==> config.mk <==
export PLATFORM = sky130hd
export DESIGN_NAME = bomb_fuse
export DESIGN_NICKNAME = d
export VERILOG_FILES = /design/src/rtl/bomb_fuse.sv
export SDC_FILE = /design/constraint.sdc
export NUM_CORES = 1
export LEC_CHECK = 0
export CAP_MARGIN = 20
export CORE_ASPECT_RATIO = 1.2
export CORE_UTILIZATION = 51
export DETAILED_ROUTE_END_ITERATION = 10
export PLACE_DENSITY = 0.87
export SLEW_MARGIN = 15
export SYNTH_ARGS = -nofsm -noshare
export SYNTH_HDL_FRONTEND = slang
export SYNTH_SLANG_ARGS = --single-unit
export TNS_END_PERCENT = 50
==> constraint.sdc <==
create_clock -name frame_clk -period 2.3 [get_ports frame_clk]
set_input_delay 0.23 -clock frame_clk [delete_from_list [all_inputs] [get_ports frame_clk]]
set_output_delay 0.23 -clock frame_clk [all_outputs]
set_load 0.02 [all_outputs]
==> src/rtl/bomb_fuse.sv <==
// Single-bomb lifecycle controller: latches the bomb site on set_bomb, runs the
// fuse and blast timers, and publishes map-clipped blast extents while blasting.
module bomb_fuse #(
    parameter int FUSE_FRAMES  = 120,
    parameter int BLAST_FRAMES = 30,
    parameter int MAP_W        = 10,
    parameter int MAP_H        = 10
) (
    input  logic       frame_clk,
    input  logic       Reset,
    input  logic [2:0] command,
    input  logic [3:0] mapX,
    input  logic [3:0] mapY,
    input  logic [3:0] power,
    output logic [2:0] state,
    output logic [3:0] outx,
    output logic [3:0] outy,
    output logic       blast_active,
    output logic [3:0] blast_xmin,
    output logic [3:0] blast_xmax,
    output logic [3:0] blast_ymin,
    output logic [3:0] blast_ymax
);

    typedef enum logic [2:0] {
        ST_FUSE  = 3'd0,
        ST_BLAST = 3'd1,
        ST_READY = 3'd2,
        ST_DONE  = 3'd3
    } state_t;

    localparam logic [2:0] CMD_SET_BOMB = 3'd4;
    localparam logic [7:0] FUSE_LOAD    = 8'(FUSE_FRAMES - 1);
    localparam logic [7:0] BLAST_LOAD   = 8'(BLAST_FRAMES - 1);

    state_t     state_reg, state_next;
    logic [3:0] outx_reg, outx_next;
    logic [3:0] outy_reg, outy_next;
    logic [3:0] rad_reg, rad_next;
    logic [7:0] cnt_reg, cnt_next;
    logic       blast_active_reg, blast_active_next;
    logic [1:0][3:0] ext_min_reg, ext_min_next;
    logic [1:0][3:0] ext_max_reg, ext_max_next;

    // Index 0 is the column axis, index 1 the row axis.
    logic [1:0][3:0] axis_pos;
    logic [1:0][3:0] ext_min_calc;
    logic [1:0][3:0] ext_max_calc;

    assign axis_pos[0] = outx_reg;
    assign axis_pos[1] = outy_reg;

    genvar gi;
    generate
        for (gi = 0; gi < 2; gi++) begin : g_axis
            localparam logic [4:0] HI_LIM = (gi == 0) ? 5'(MAP_W - 2) : 5'(MAP_H - 2);
            logic [4:0] lo_diff;
            logic [4:0] hi_sum;

            assign lo_diff = {1'b0, axis_pos[gi]} - {1'b0, rad_reg};
            assign hi_sum  = {1'b0, axis_pos[gi]} + {1'b0, rad_reg};
            // A difference of zero or below would land on (or past) the wall tile.
            assign ext_min_calc[gi] = (axis_pos[gi] <= rad_reg) ? 4'd1 : lo_diff[3:0];
            assign ext_max_calc[gi] = (hi_sum > HI_LIM) ? HI_LIM[3:0] : hi_sum[3:0];
        end
    endgenerate

    always_comb begin
        state_next        = state_reg;
        outx_next         = outx_reg;
        outy_next         = outy_reg;
        rad_next          = rad_reg;
        cnt_next          = cnt_reg;
        blast_active_next = blast_active_reg;
        ext_min_next      = ext_min_reg;
        ext_max_next      = ext_max_reg;

        case (state_reg)
            ST_READY: begin
                if (command == CMD_SET_BOMB) begin
                    outx_next  = mapX;
                    outy_next  = mapY;
                    rad_next   = (power == 4'd0) ? 4'd1 : power;
                    cnt_next   = FUSE_LOAD;
                    state_next = ST_FUSE;
                end
            end
            ST_FUSE: begin
                if (cnt_reg == 8'd0) begin
                    cnt_next          = BLAST_LOAD;
                    ext_min_next      = ext_min_calc;
                    ext_max_next      = ext_max_calc;
                    blast_active_next = 1'b1;
                    state_next        = ST_BLAST;
                end else begin
                    cnt_next = cnt_reg - 8'd1;
                end
            end
            ST_BLAST: begin
                if (cnt_reg == 8'd0) begin
                    blast_active_next = 1'b0;
                    state_next        = ST_DONE;
                end else begin
                    cnt_next = cnt_reg - 8'd1;
                end
            end
            ST_DONE: begin
                state_next = ST_READY;
            end
            default: begin
                state_next = ST_READY;
            end
        endcase
    end

    always_ff @(posedge frame_clk) begin
        if (Reset) begin
            state_reg        <= ST_READY;
            outx_reg         <= 4'd0;
            outy_reg         <= 4'd0;
            rad_reg          <= 4'd0;
            cnt_reg          <= 8'd0;
            blast_active_reg <= 1'b0;
            ext_min_reg      <= '0;
            ext_max_reg      <= '0;
        end else begin
            state_reg        <= state_next;
            outx_reg         <= outx_next;
            outy_reg         <= outy_next;
            rad_reg          <= rad_next;
            cnt_reg          <= cnt_next;
            blast_active_reg <= blast_active_next;
            ext_min_reg      <= ext_min_next;
            ext_max_reg      <= ext_max_next;
        end
    end

    assign state        = state_reg;
    assign outx         = outx_reg;
    assign outy         = outy_reg;
    assign blast_active = blast_active_reg;
    assign blast_xmin   = ext_min_reg[0];
    assign blast_xmax   = ext_max_reg[0];
    assign blast_ymin   = ext_min_reg[1];
    assign blast_ymax   = ext_max_reg[1];

endmodule
# Word-level counts from Yosys, hierarchy flattened
# Index checks and enable logic that the tools add are counted.
# totals
out_inout_bits	28
in_bits	17
regBits	40
# op_classes
add_sub_neg	5
eq_ne	7
reduce_logical	10
mux	16
magnitude_cmp	4
# op_table
operator	n
two-way mux 8 bit	3
case mux 8 bit (3 select lines)	1
two-way mux 4 bit	5
adder 4 x 4 -> 5 bit	2
greater-than comparator 5 x 4 -> 1 bit (second input constant)	2
two-way mux 3 bit	3
case mux 3 bit (3 select lines)	1
AND reduction 3 bit	3
less-or-equal comparator 4 bit	2
logical NOT 8 bit	1
inequality test 2 bit (second input constant)	4
subtractor 4 bit	2
subtractor 8 x 1 -> 8 bit (second input constant)	1
logical NOT 4 bit	1
AND reduction 2 bit	2
== test 3 x 1 -> 1 bit (second input constant)	1
== test 3 x 2 -> 1 bit (second input constant)	1
== test 3 bit (second input constant)	1
logical NOT 3 bit	1
nonzero test 3 bit	1
two-way mux 1 bit	2
case mux 1 bit (2 select lines)	1
nonzero test 2 bit	1

# Depth between registers and ports, before layout
# Gate-level depths: netlist of run 1.
# depth
word_depth	3
mapped_depth	8
mapped_depth_nobuf	7

# Worst setup path before layout of run 1
# Ideal clock, no wire load.
# synth_timing
path_type	register to register
start	register outx_reg[3] (netlist: outx[3])
end	register ext_max_reg, in the netlist blast_xmax[0]
path_buffers	0
path_stages_with_launch	6
setup_slack_ps	376
arrival_time_ps	1836
cell_sequence	dfxtp_1 ha_1 or4b_2 nor2_1 mux2i_1 o31ai_1
# synth_between
elab_chain_len	3
# synth_rtl
item	line_no	source
start, declared	37	logic [3:0] outx_reg, outx_next;
start signal, assigned	128	outx_reg <= outx_next;
adder 4 x 4 -> 5 bit	61	assign hi_sum = {1'b0, axis_pos[gi]} + {1'b0, rad_reg};
greater-than comparator 5 x 4 -> 1 bit	64	assign ext_max_calc[gi] = (hi_sum > HI_LIM) ? HI_LIM[3:0] : hi_sum[3:0];
two-way mux 4 bit	64	
end signal, assigned	134	ext_max_reg <= ext_max_next;
end, declared	43	logic [1:0][3:0] ext_max_reg, ext_max_next;
# No other way between the ends.
# A chain may end at the register's enable or synchronous reset.

# Worst setup path in the final report of run 1
# layout_timing
start	register rad_reg[3]
end	register ext_max_reg, in the netlist blast_xmax[1]
# layout_between
elab_chain_len	3
# layout_rtl
item	line_no	source
start, declared	39	logic [3:0] rad_reg, rad_next;
start signal, assigned	130	rad_reg <= rad_next;
adder 4 x 4 -> 5 bit	61	
greater-than comparator 5 x 4 -> 1 bit	64	
two-way mux 4 bit	64	
# No other way between the ends.

==> flow_metrics.env, run 1 <==
export IMPL_regArea_um2=780.7
export IMPL_port_buffers=43
export IMPL_ir_drop_mv=0.4172
export IMPL_die_w_um=61.88
export IMPL_grt_max_degree=20
export IMPL_synth_cells=251
export IMPL_fin_skew_ps=4.900
export IMPL_post_route_period_util=0.8964
export IMPL_synth_edf_count=0
export IMPL_largest_reg_flops=8
export IMPL_max_slew_margin_rel=0.5751
export IMPL_synth_fp_nets=289
export IMPL_numCtsBuffers=5
export IMPL_pre_cts_slack_ps=281.5
export IMPL_rsz0062_at_grt="false"
export IMPL_synthTopCellsByArea="dfxtp_1 (36%), ha_1 (9.7%), nand2_1 (6.2%), a21oi_1 (4.1%), fa_1 (3.6%)"
export IMPL_vias=2005
export IMPL_antenna_found_initial=0
export IMPL_status="complete, no violations"
export IMPL_worstSetupPathType="flop to flop"
export IMPL_die_h_um=73.86
export IMPL_layout_cells_non_filler=347
export IMPL_slowest_stage="or4b_2"
export IMPL_crit_path_start_kind="flop"
export IMPL_cts_buffer_depth=2
export IMPL_htree_levels=2
export IMPL_rows=25
export IMPL_worstPathRequired_ps=2510
export IMPL_clock_latency_ps=300
export IMPL_ios=45
export IMPL_netlist_area_um2=2195
export IMPL_drt_iter0_drc=117
export IMPL_post_cts_buffers=0
export IMPL_finalCoreUtilization=0.6927
export IMPL_synth_main_ff_cell="dfxtp_1"
export IMPL_die_area_um2=4570
export IMPL_wl_um=5244
export IMPL_n_fill_cell=317
export IMPL_worst_path_max_fanout=6
export IMPL_fmax_mhz=485.1
export IMPL_min_period_ps=2062
export IMPL_nets=330
export IMPL_cts_tree="done"
export IMPL_crit_arrival_ps=2270
export IMPL_async_reset_ff_frac=0
export IMPL_grt_usage=0.2569
export IMPL_powerDensity_nw_per_um2=627.4
export IMPL_design_core_area_um2=4035
export IMPL_slowest_delay_ps=710
export IMPL_r2r_slack_ps=240
export IMPL_maxSlewViolCount=0
export IMPL_finalSetupViolations=0
export IMPL_grt_pass1_wl_um=8576
export IMPL_dr_pass1_iters=4
export IMPL_fin_total_pwr_mw=1.754
export IMPL_clk_pin_slew_worst_paths_ps=80
export IMPL_gr_total_overflow=0
export IMPL_tns_ps=0
export IMPL_synthTopCellsByCount="dfxtp_1 (39), nand2_1 (36), a21oi_1 (18), nor2_1 (18), ha_1 (17)"
export IMPL_hold_viol_final=0
export IMPL_postRouteAntennaNets=0
export IMPL_post_synth_top_area_cell="dfxtp_1"
export IMPL_cts_resized=0
export IMPL_synth_most_common_cell="dfxtp_1"
export IMPL_maxCapViolations=0
export IMPL_avgSynthCellArea_um2=8.743
export IMPL_p_leak_nw=1.110
export IMPL_multiInputGateArea_um2=1294
export IMPL_clock_sinks=39
export IMPL_drc_errors=0
export IMPL_tightest_slew_ps=634.3
export IMPL_start_util=0.5439
export IMPL_gp_congestion=0.9001
export IMPL_wire_per_inst_um=15.11
export IMPL_drive_above_1_share=0.08532
export IMPL_synth_distinct_cells=51
export IMPL_clockRootBuffer="clkbuf_8"
export IMPL_hp_class="input port to flop"
export IMPL_synth_ff_latch_count=39
export IMPL_ctsHoldBuffers=0
export IMPL_grt_pass1_vias=1845
export IMPL_yosys_warnings=0
export IMPL_setup_ws_ps=238.4
export IMPL_netlist_area_leader_share=0.3558
export IMPL_area_growth_pct=27.37
export IMPL_cp_end_kind="flop"
export IMPL_dp_cells=339
export IMPL_viasPerCell=5.778
export IMPL_insertedDiodeCount=0
export IMPL_place_hpwl_um=3797
export IMPL_ys_seq_area_frac=0.3558
export IMPL_path_cells="inv_1 -> ha_1 -> or4b_2 -> nor2_1 -> mux2i_1 -> o31ai_1"
## routing by layer
layer | global-route usage | wire length [um]
met1 | 0.3341 | 2387
met2 | 0.3978 | 2520
met3 | 0.05106 | 218
met4 | 0.1284 | 118
met5 | 0 | 0
## critical path, delay by kind of cell, from the launching register on
family,cells,cell delay (ps)
AO/OA/AOI/OAI,1,230
buffers and inverters,1,80
adder cells (fa/ha/maj),1,350
AND/OR/NAND/NOR,2,820
flip-flops,1,380
multiplexers,1,120
## path summary, 6_finish.rpt
check / startpoint / to / cells past startpoint
worst min-delay path: mapX[0] / outx[0]$_SDFFE_PP0P_ / 3
worst max-delay path: rad_reg[3]$_SDFFE_PP0P_ / blast_xmax[1]$_SDFFE_PP0P_ / 6
worst max register to register: rad_reg[3]$_SDFFE_PP0P_ / blast_xmax[1]$_SDFFE_PP0P_ / 6
worst min register to register: blast_ymin[1]$_SDFFE_PP0P_ / blast_ymin[1]$_SDFFE_PP0P_ / 2
## power breakdown
group          internal, mW  switching [mW]
Combinational         0.151           0.173
Clock                 0.433           0.257
Sequential            0.702          0.0385
## cells by family (layout without fill, tap and decap cells)
logic type	after synthesis	in the layout	share of synthesized area
adder cells (fa/ha/maj)	21	21	0.1334
XOR/XNOR	6	6	0.02395
multiplexers	4	4	0.01881
other	1	1	0.001709
AND/OR/NAND/NOR	95	95	0.2263
buffers and inverters	28	70	0.05473
flip-flops	39	39	0.3558
AO/OA/AOI/OAI	57	57	0.1853
## layout by cell type (no fill, tap or decap), types with 3 or more instances in the layout
cell / n
clkdlybuf4s50_1: 43
dfxtp_1: 39
nand2_1: 36
nor2_1: 18
a21oi_1: 18
ha_1: 17
inv_1: 15
nor3_1: 8
xor2_1: 6
o21ai_0: 6
and3_1: 5
clkbuf_8: 5
nor2b_1: 4
o32ai_1: 4
a311oi_1: 4
o31ai_1: 4
nand3_1: 4
fa_1: 4
buf_4: 4
mux2i_1: 3
a211oi_1: 3
a41o_1: 3
## stage by stage
| stage | hold slack [ps] | cell area [um^2] |
|---|---|---|
| 2_1_floorplan | 366.0 | 2195 |
| 3_3_place_gp | 460.7 | 2659 |
| 3_5_place_dp | 463.6 | 2659 |
| 4_1_cts | 464.9 | 2795 |
| 5_1_grt | 492.3 | 2795 |
| 6_report | 469.9 | 2795 |
## cell type report
class | count | area share
timing repair buffer | 47 | 0.1647
tap | 54 | 0.02417
sequential | 39 | 0.2793
multi-input combinational | 184 | 0.4628
clock buffer | 5 | 0.02462
inverter | 15 | 0.02014
clock inverter | 3 | 0.02417
Power figures use the tool's default switching activity.
==> inputs of run 2 (changes only) <==
- ABC_AREA: not set -> 1
- CORE_UTILIZATION: 51 -> 52
- CTS_BUF_LIST: not set -> sky130_fd_sc_hd__clkbuf_8 sky130_fd_sc_hd__clkbuf_16
- PLACE_DENSITY: 0.87 -> 0.88
==> run 2 against run 1 <==
Critical path depth up 3; sequential cell count unchanged; final area up 3.3%; synthesized cell count rose by 26%; clock skew shrank 1.2 ps; hold slack got worse by 7.3 ps; combinational power is 58% higher; final cell count grew 20%; area after synthesis up 5.1%; critical endpoint is now blast_ymax[2]$_SDFFE_PP0P_.
==> flow_metrics.env, run 2 <==
export IMPL_status="complete, no violations"
export IMPL_synth_main_ff_cell="dfxtp_1"
export IMPL_synth_cells=317
export IMPL_port_buffers=43
export IMPL_viasPerCell=5.161
export IMPL_post_cts_buffers=0
export IMPL_min_period_ps=1932
export IMPL_synth_most_common_cell="nand2_1"
export IMPL_ir_drop_mv=0.3750
export IMPL_slowest_stage="dfxtp_1"
export IMPL_fin_skew_ps=3.697
export IMPL_drc_errors=0
export IMPL_path_cells="ha_1 -> inv_1 -> fa_1 -> o21ai_0 -> nand2_1 -> nand2_1 -> nor2_8 -> nand3b_1 -> a21oi_1"
export IMPL_tns_ps=0
export IMPL_synth_edf_count=0
export IMPL_hp_class="flop to flop"
export IMPL_synthTopCellsByArea="dfxtp_1 (34%), nand2_1 (13%), ha_1 (9.2%), a21oi_1 (8.0%), inv_1 (5.9%)"
export IMPL_crit_buf_inv=1
export IMPL_avgSynthCellArea_um2=7.274
export IMPL_design_core_area_um2=4262
export IMPL_layout_commonest_cell="nand2_1"
export IMPL_cts_buffer_depth=2
export IMPL_die_area_um2=4706
export IMPL_largest_reg_flops=8
export IMPL_maxSlewViolCount=0
export IMPL_post_route_period_util=0.8398
export IMPL_rsz0062_at_grt="false"
export IMPL_gp_congestion=0.9059
export IMPL_drt_iter0_drc=146
export IMPL_worst_path_max_fanout=5
export IMPL_cp_end_kind="flop"
export IMPL_synth_distinct_cells=26
export IMPL_ys_seq_area_frac=0.3386
export IMPL_p_leak_nw=1.294
export IMPL_antenna_found_initial=0
export IMPL_finalSetupViolations=0
export IMPL_gr_total_overflow=0
export IMPL_dr_pass1_iters=5
export IMPL_async_reset_ff_frac=0
export IMPL_nets=398
export IMPL_grt_usage=0.2335
export IMPL_netlist_area_um2=2306
export IMPL_die_h_um=74.95
export IMPL_grt_max_degree=21
export IMPL_clock_latency_ps=300
export IMPL_synth_ff_latch_count=39
export IMPL_powerDensity_nw_per_um2=617.3
export IMPL_yosys_warnings=0
export IMPL_clock_sinks=39
export IMPL_rows=26
export IMPL_area_growth_pct=25.23
export IMPL_cts_resized=0
export IMPL_wire_per_inst_um=12.27
export IMPL_crit_arrival_ps=2120
export IMPL_htree_levels=2
export IMPL_cts_tree="done"
export IMPL_start_util=0.5411
export IMPL_synthTopCellsByCount="nand2_1 (81), dfxtp_1 (39), a21oi_1 (37)"
export IMPL_postRouteAntennaNets=0
export IMPL_slowest_delay_ps=440
export IMPL_netlist_area_leader_share=0.3386
export IMPL_dp_cells=409
export IMPL_worstSetupPathType="flop to flop"
export IMPL_clockRootBuffer="clkbuf_8"
export IMPL_wl_um=5117
export IMPL_die_w_um=62.79
export IMPL_drive_above_1_share=0.06371
export IMPL_synth_fp_nets=355
export IMPL_fmax_mhz=517.7
export IMPL_crit_family="adder cells"
export IMPL_insertedDiodeCount=0
export IMPL_maxCapViolations=0
export IMPL_grt_pass1_wl_um=8487
export IMPL_vias=2152
export IMPL_numCtsBuffers=5
export IMPL_crit_path_start_kind="flop"
export IMPL_hold_viol_final=0
export IMPL_post_synth_top_area_cell="dfxtp_1"
export IMPL_layout_cells_non_filler=417
export IMPL_n_fill_cell=359
export IMPL_ctsHoldBuffers=0
export IMPL_clk_pin_slew_worst_paths_ps=70
export IMPL_mostFrequentLayoutCells="nand2_1 (81), clkdlybuf4s50_1 (43), dfxtp_1 (39)"
export IMPL_worstPathRequired_ps=2490
export IMPL_ios=45
export IMPL_grt_pass1_vias=1992
export IMPL_place_hpwl_um=3862
export IMPL_cp_common_cell="nand2_1"
run 2: cell count changes after synthesis, moves of 5 or more:
| cell | delta |
|---|---|
| nand3_1 | +10 |
| and3_1 | -5 |
| inv_1 | +21 |
| nand3b_1 | +8 |
| nor3_1 | -6 |
| clkbuf_1 | -5 |
| nand2_1 | +45 |
| o21ai_0 | +19 |
| a21oi_1 | +19 |
run 2: report_power, final:
group	internal (mW)	switching (mW)	total, mW
logic	0.212	0.301	0.513
clock network	0.269	0.241	0.510
registers	0.718	0.0417	0.760
total	1.20	0.583	1.78
run 2: kinds of logic (layout without fill, tap and decap cells):
| kind of cell | Yosys count | in the layout | share of synthesized area |
|---|---|---|---|
| AOI/OAI and AO/OA | 62 | 62 | 0.1346 |
| xor gates and xnor gates | 7 | 7 | 0.02659 |
| adders and majority gates | 21 | 21 | 0.1270 |
| buffers and inverters | 49 | 93 | 0.08681 |
| DFF | 39 | 39 | 0.3386 |
| other | 1 | 1 | 0.001626 |
| and+or+nand+nor | 138 | 138 | 0.2849 |
run 2: worst reg2reg max path, stage by stage (launching register included):
cell,delay [ps]
dfxtp_1,440
ha_1,230
inv_1,60
fa_1,390
o21ai_0,220
nand2_1,90
nand2_1,160
nor2_8,60
nand3b_1,90
a21oi_1,70
run 2: metrics by stage:
step / utilization / power, mW / hold slack, ps / worst slack (ps) / instance area (um^2)
final: 0.6776 / 1.783 / 462.6 / 368.5 / 2888
after CTS: 0.6776 / 1.783 / 470.1 / 385.4 / 2888
after global routing: 0.6776 / 1.882 / 490.9 / 243.9 / 2888
after global placement: 0.6541 / 1.264 / 452.4 / 494.7 / 2788
after floorplan: - / 1.134 / 372.1 / 481.1 / 2306
after detailed placement: 0.6541 / 1.281 / 454.4 / 418.1 / 2788
run 2: final cells by class:
class	count	area (um^2)	share of cell area
clock buffers	7	96.34	0.03336
clock inverters	1	3.754	0.001300
inverters	39	146.4	0.05069
multi-input cells	229	1325	0.4588
flip-flops and latches	39	780.7	0.2704
well taps	56	70.07	0.02426
repair buffers	46	465.4	0.1612
run 2: final timing paths:
check | from | endpoint | slack, ps | depth (start not counted)
max | rad_reg[0]$_SDFFE_PP0P_ | blast_ymax[2]$_SDFFE_PP0P_ | 370 | 9
min | blast_active$_SDFFE_PP0P_ | blast_active$_SDFFE_PP0P_ | 460 | 2
max reg2reg | rad_reg[0]$_SDFFE_PP0P_ | blast_ymax[2]$_SDFFE_PP0P_ | 370 | 9
min reg2reg | blast_active$_SDFFE_PP0P_ | blast_active$_SDFFE_PP0P_ | 460 | 2
run 2: layer usage:
metal / GRT usage / wire, um
met1: 0.2432 / 2154
met2: 0.4553 / 2644
met3: 0.05000 / 205
met4: 0.1034 / 112
met5: 0 / 0
==> inputs of run 3 (changes only) <==
- CORE_UTILIZATION: 52 -> 47
- PLACE_DENSITY: 0.88 -> 0.84
- clock period: 2.3 -> 1.7 ns (I/O delays scaled with it)
==> run 3 against run 2 <==
Final cell count increased by 3.8%; non-clock buffer count up 14; via count grew 2.4%; die area is 10% higher; hold slack worse by 2.5 ps; global-route usage is 0.21 points lower; utilization is 0.53 points lower; maximum frequency grew 15%; clock skew up 0.58 ps; critical path depth unchanged; critical path type unchanged; critical endpoint is now blast_xmax[1]$_SDFFE_PP0P_.
==> flow_metrics.env, run 3 (synthesis results as in run 2) <==
export IMPL_dp_cells=421
export IMPL_status="complete, no violations"
export IMPL_grt_pass1_vias=2163
export IMPL_cp_common_cell="nand3_1"
export IMPL_place_hpwl_um=3986
export IMPL_grt_pass1_wl_um=9135
export IMPL_slowest_delay_ps=420
export IMPL_post_route_period_util=0.9879
export IMPL_dr_pass1_iters=4
export IMPL_clock_sinks=39
export IMPL_grt_usage=0.2315
export IMPL_n_fill_cell=376
export IMPL_min_period_ps=1679
export IMPL_design_core_area_um2=4662
export IMPL_htree_levels=2
export IMPL_wire_per_inst_um=12.65
export IMPL_clockRootBuffer="clkbuf_8"
export IMPL_worstSetupPathType="flop to flop"
export IMPL_cp_end_kind="flop"
export IMPL_start_util=0.4946
export IMPL_gr_total_overflow=0
export IMPL_viasPerCell=5.090
export IMPL_design_area_um2=3134
export IMPL_maxCapViolations=0
export IMPL_p_leak_nw=1.380
export IMPL_hp_class="flop to flop"
export IMPL_vias=2204
export IMPL_powerDensity_nw_per_um2=825.6
export IMPL_maxSlewViolCount=0
export IMPL_wl_um=5478
export IMPL_pre_cts_slack_ps=-110.9
export IMPL_hold_viol_final=0
export IMPL_slowest_stage="dfxtp_4"
export IMPL_nets=412
export IMPL_setup_ws_ps=20.65
export IMPL_clock_latency_ps=300
export IMPL_layout_cells_non_filler=433
export IMPL_ir_drop_mv=0.6218
export IMPL_crit_path_start_kind="flop"
export IMPL_tightest_slew_ps=503.8
export IMPL_grt_max_degree=21
export IMPL_fmax_mhz=595.5
export IMPL_cts_buffer_depth=2
export IMPL_numCtsBuffers=5
export IMPL_insertedDiodeCount=0
export IMPL_finalCoreUtilization=0.6723
export IMPL_worst_path_max_fanout=5
export IMPL_drive_above_1_share=0.1680
export IMPL_whs_ps=460.1
export IMPL_die_area_um2=5191
export IMPL_worstPathRequired_ps=1940
export IMPL_crit_arrival_ps=1920
export IMPL_antenna_found_initial=0
export IMPL_clk_pin_slew_worst_paths_ps=80
export IMPL_tns_ps=0
export IMPL_gp_congestion=0.8554
export IMPL_drc_errors=0
export IMPL_largest_reg_flops=8
export IMPL_rsz0062_at_grt="true"
export IMPL_port_buffers=43
export IMPL_area_growth_pct=35.92
export IMPL_crit_family="adder cells"
export IMPL_placed_cell_area_um2=2869
export IMPL_die_h_um=78.73
export IMPL_fin_total_pwr_mw=2.588
export IMPL_max_slew_margin_rel=0.6638
export IMPL_rows=27
export IMPL_path_cells="ha_4 -> inv_1 -> fa_1 -> buf_4 -> xnor2_2 -> nand2_1 -> nand3_1 -> nand3_1 -> a21oi_1"
export IMPL_postRouteAntennaNets=0
export IMPL_finalSetupViolations=0
export IMPL_cts_tree="done"
export IMPL_fin_skew_ps=4.275
export IMPL_ios=45
export IMPL_layout_commonest_cell="nand2_1"
export IMPL_mostFrequentLayoutCells="nand2_1 (77), clkdlybuf4s50_1 (43), a21oi_1 (36)"
export IMPL_drt_iter0_drc=151
export IMPL_crit_buf_inv=2
export IMPL_ctsHoldBuffers=0
export IMPL_die_w_um=65.94
## run 3: path summary, 6_finish.rpt
path,depth (start not counted),slack [ps],to,start
max,9,20,blast_xmax[1]$_SDFFE_PP0P_,rad_reg[0]$_SDFFE_PP0P_
max reg2reg,9,20,blast_xmax[1]$_SDFFE_PP0P_,rad_reg[0]$_SDFFE_PP0P_
min,2,460,blast_active$_SDFFE_PP0P_,blast_active$_SDFFE_PP0P_
min reg2reg,2,460,blast_active$_SDFFE_PP0P_,blast_active$_SDFFE_PP0P_
## run 3: power by group
part,switching [mW],internal [mW]
sequential,0.0583,0.969
clock,0.349,0.437
combinational,0.437,0.337
## run 3: tightest hold or removal path: cells and delay by family (launching register included)
family	cells	cell delay [ps]
AOI/OAI and AO/OA	1	50
and+or+nand+nor	1	60
DFF	1	310
## run 3: layer usage
layer,part of all wire,track usage,vias up
met5,0,0,-
met4,0.032,0.1298,0
met3,0.048,0.06322,18
met2,0.54,0.4173,70
met1,0.38,0.2342,994
li1,-,-,1122
## run 3: cell type report
cell class,count,area (um^2),share of cell area
repair buffers,60,574.3,0.1832
clock buffers,5,68.82,0.02196
clock inverters,3,43.79,0.01397
inverters,39,148.9,0.04750
flip-flops and latches,39,793.3,0.2531
multi-input cells,229,1433,0.4571
well taps,58,72.57,0.02315
## run 3: repair_timing
item                                    CTS  global route
setup buffers                             0             4
endpoints found under the setup margin   13            16
pin swaps                                 1            10
cloned                                    0             0
gates resized for setup                   8            27
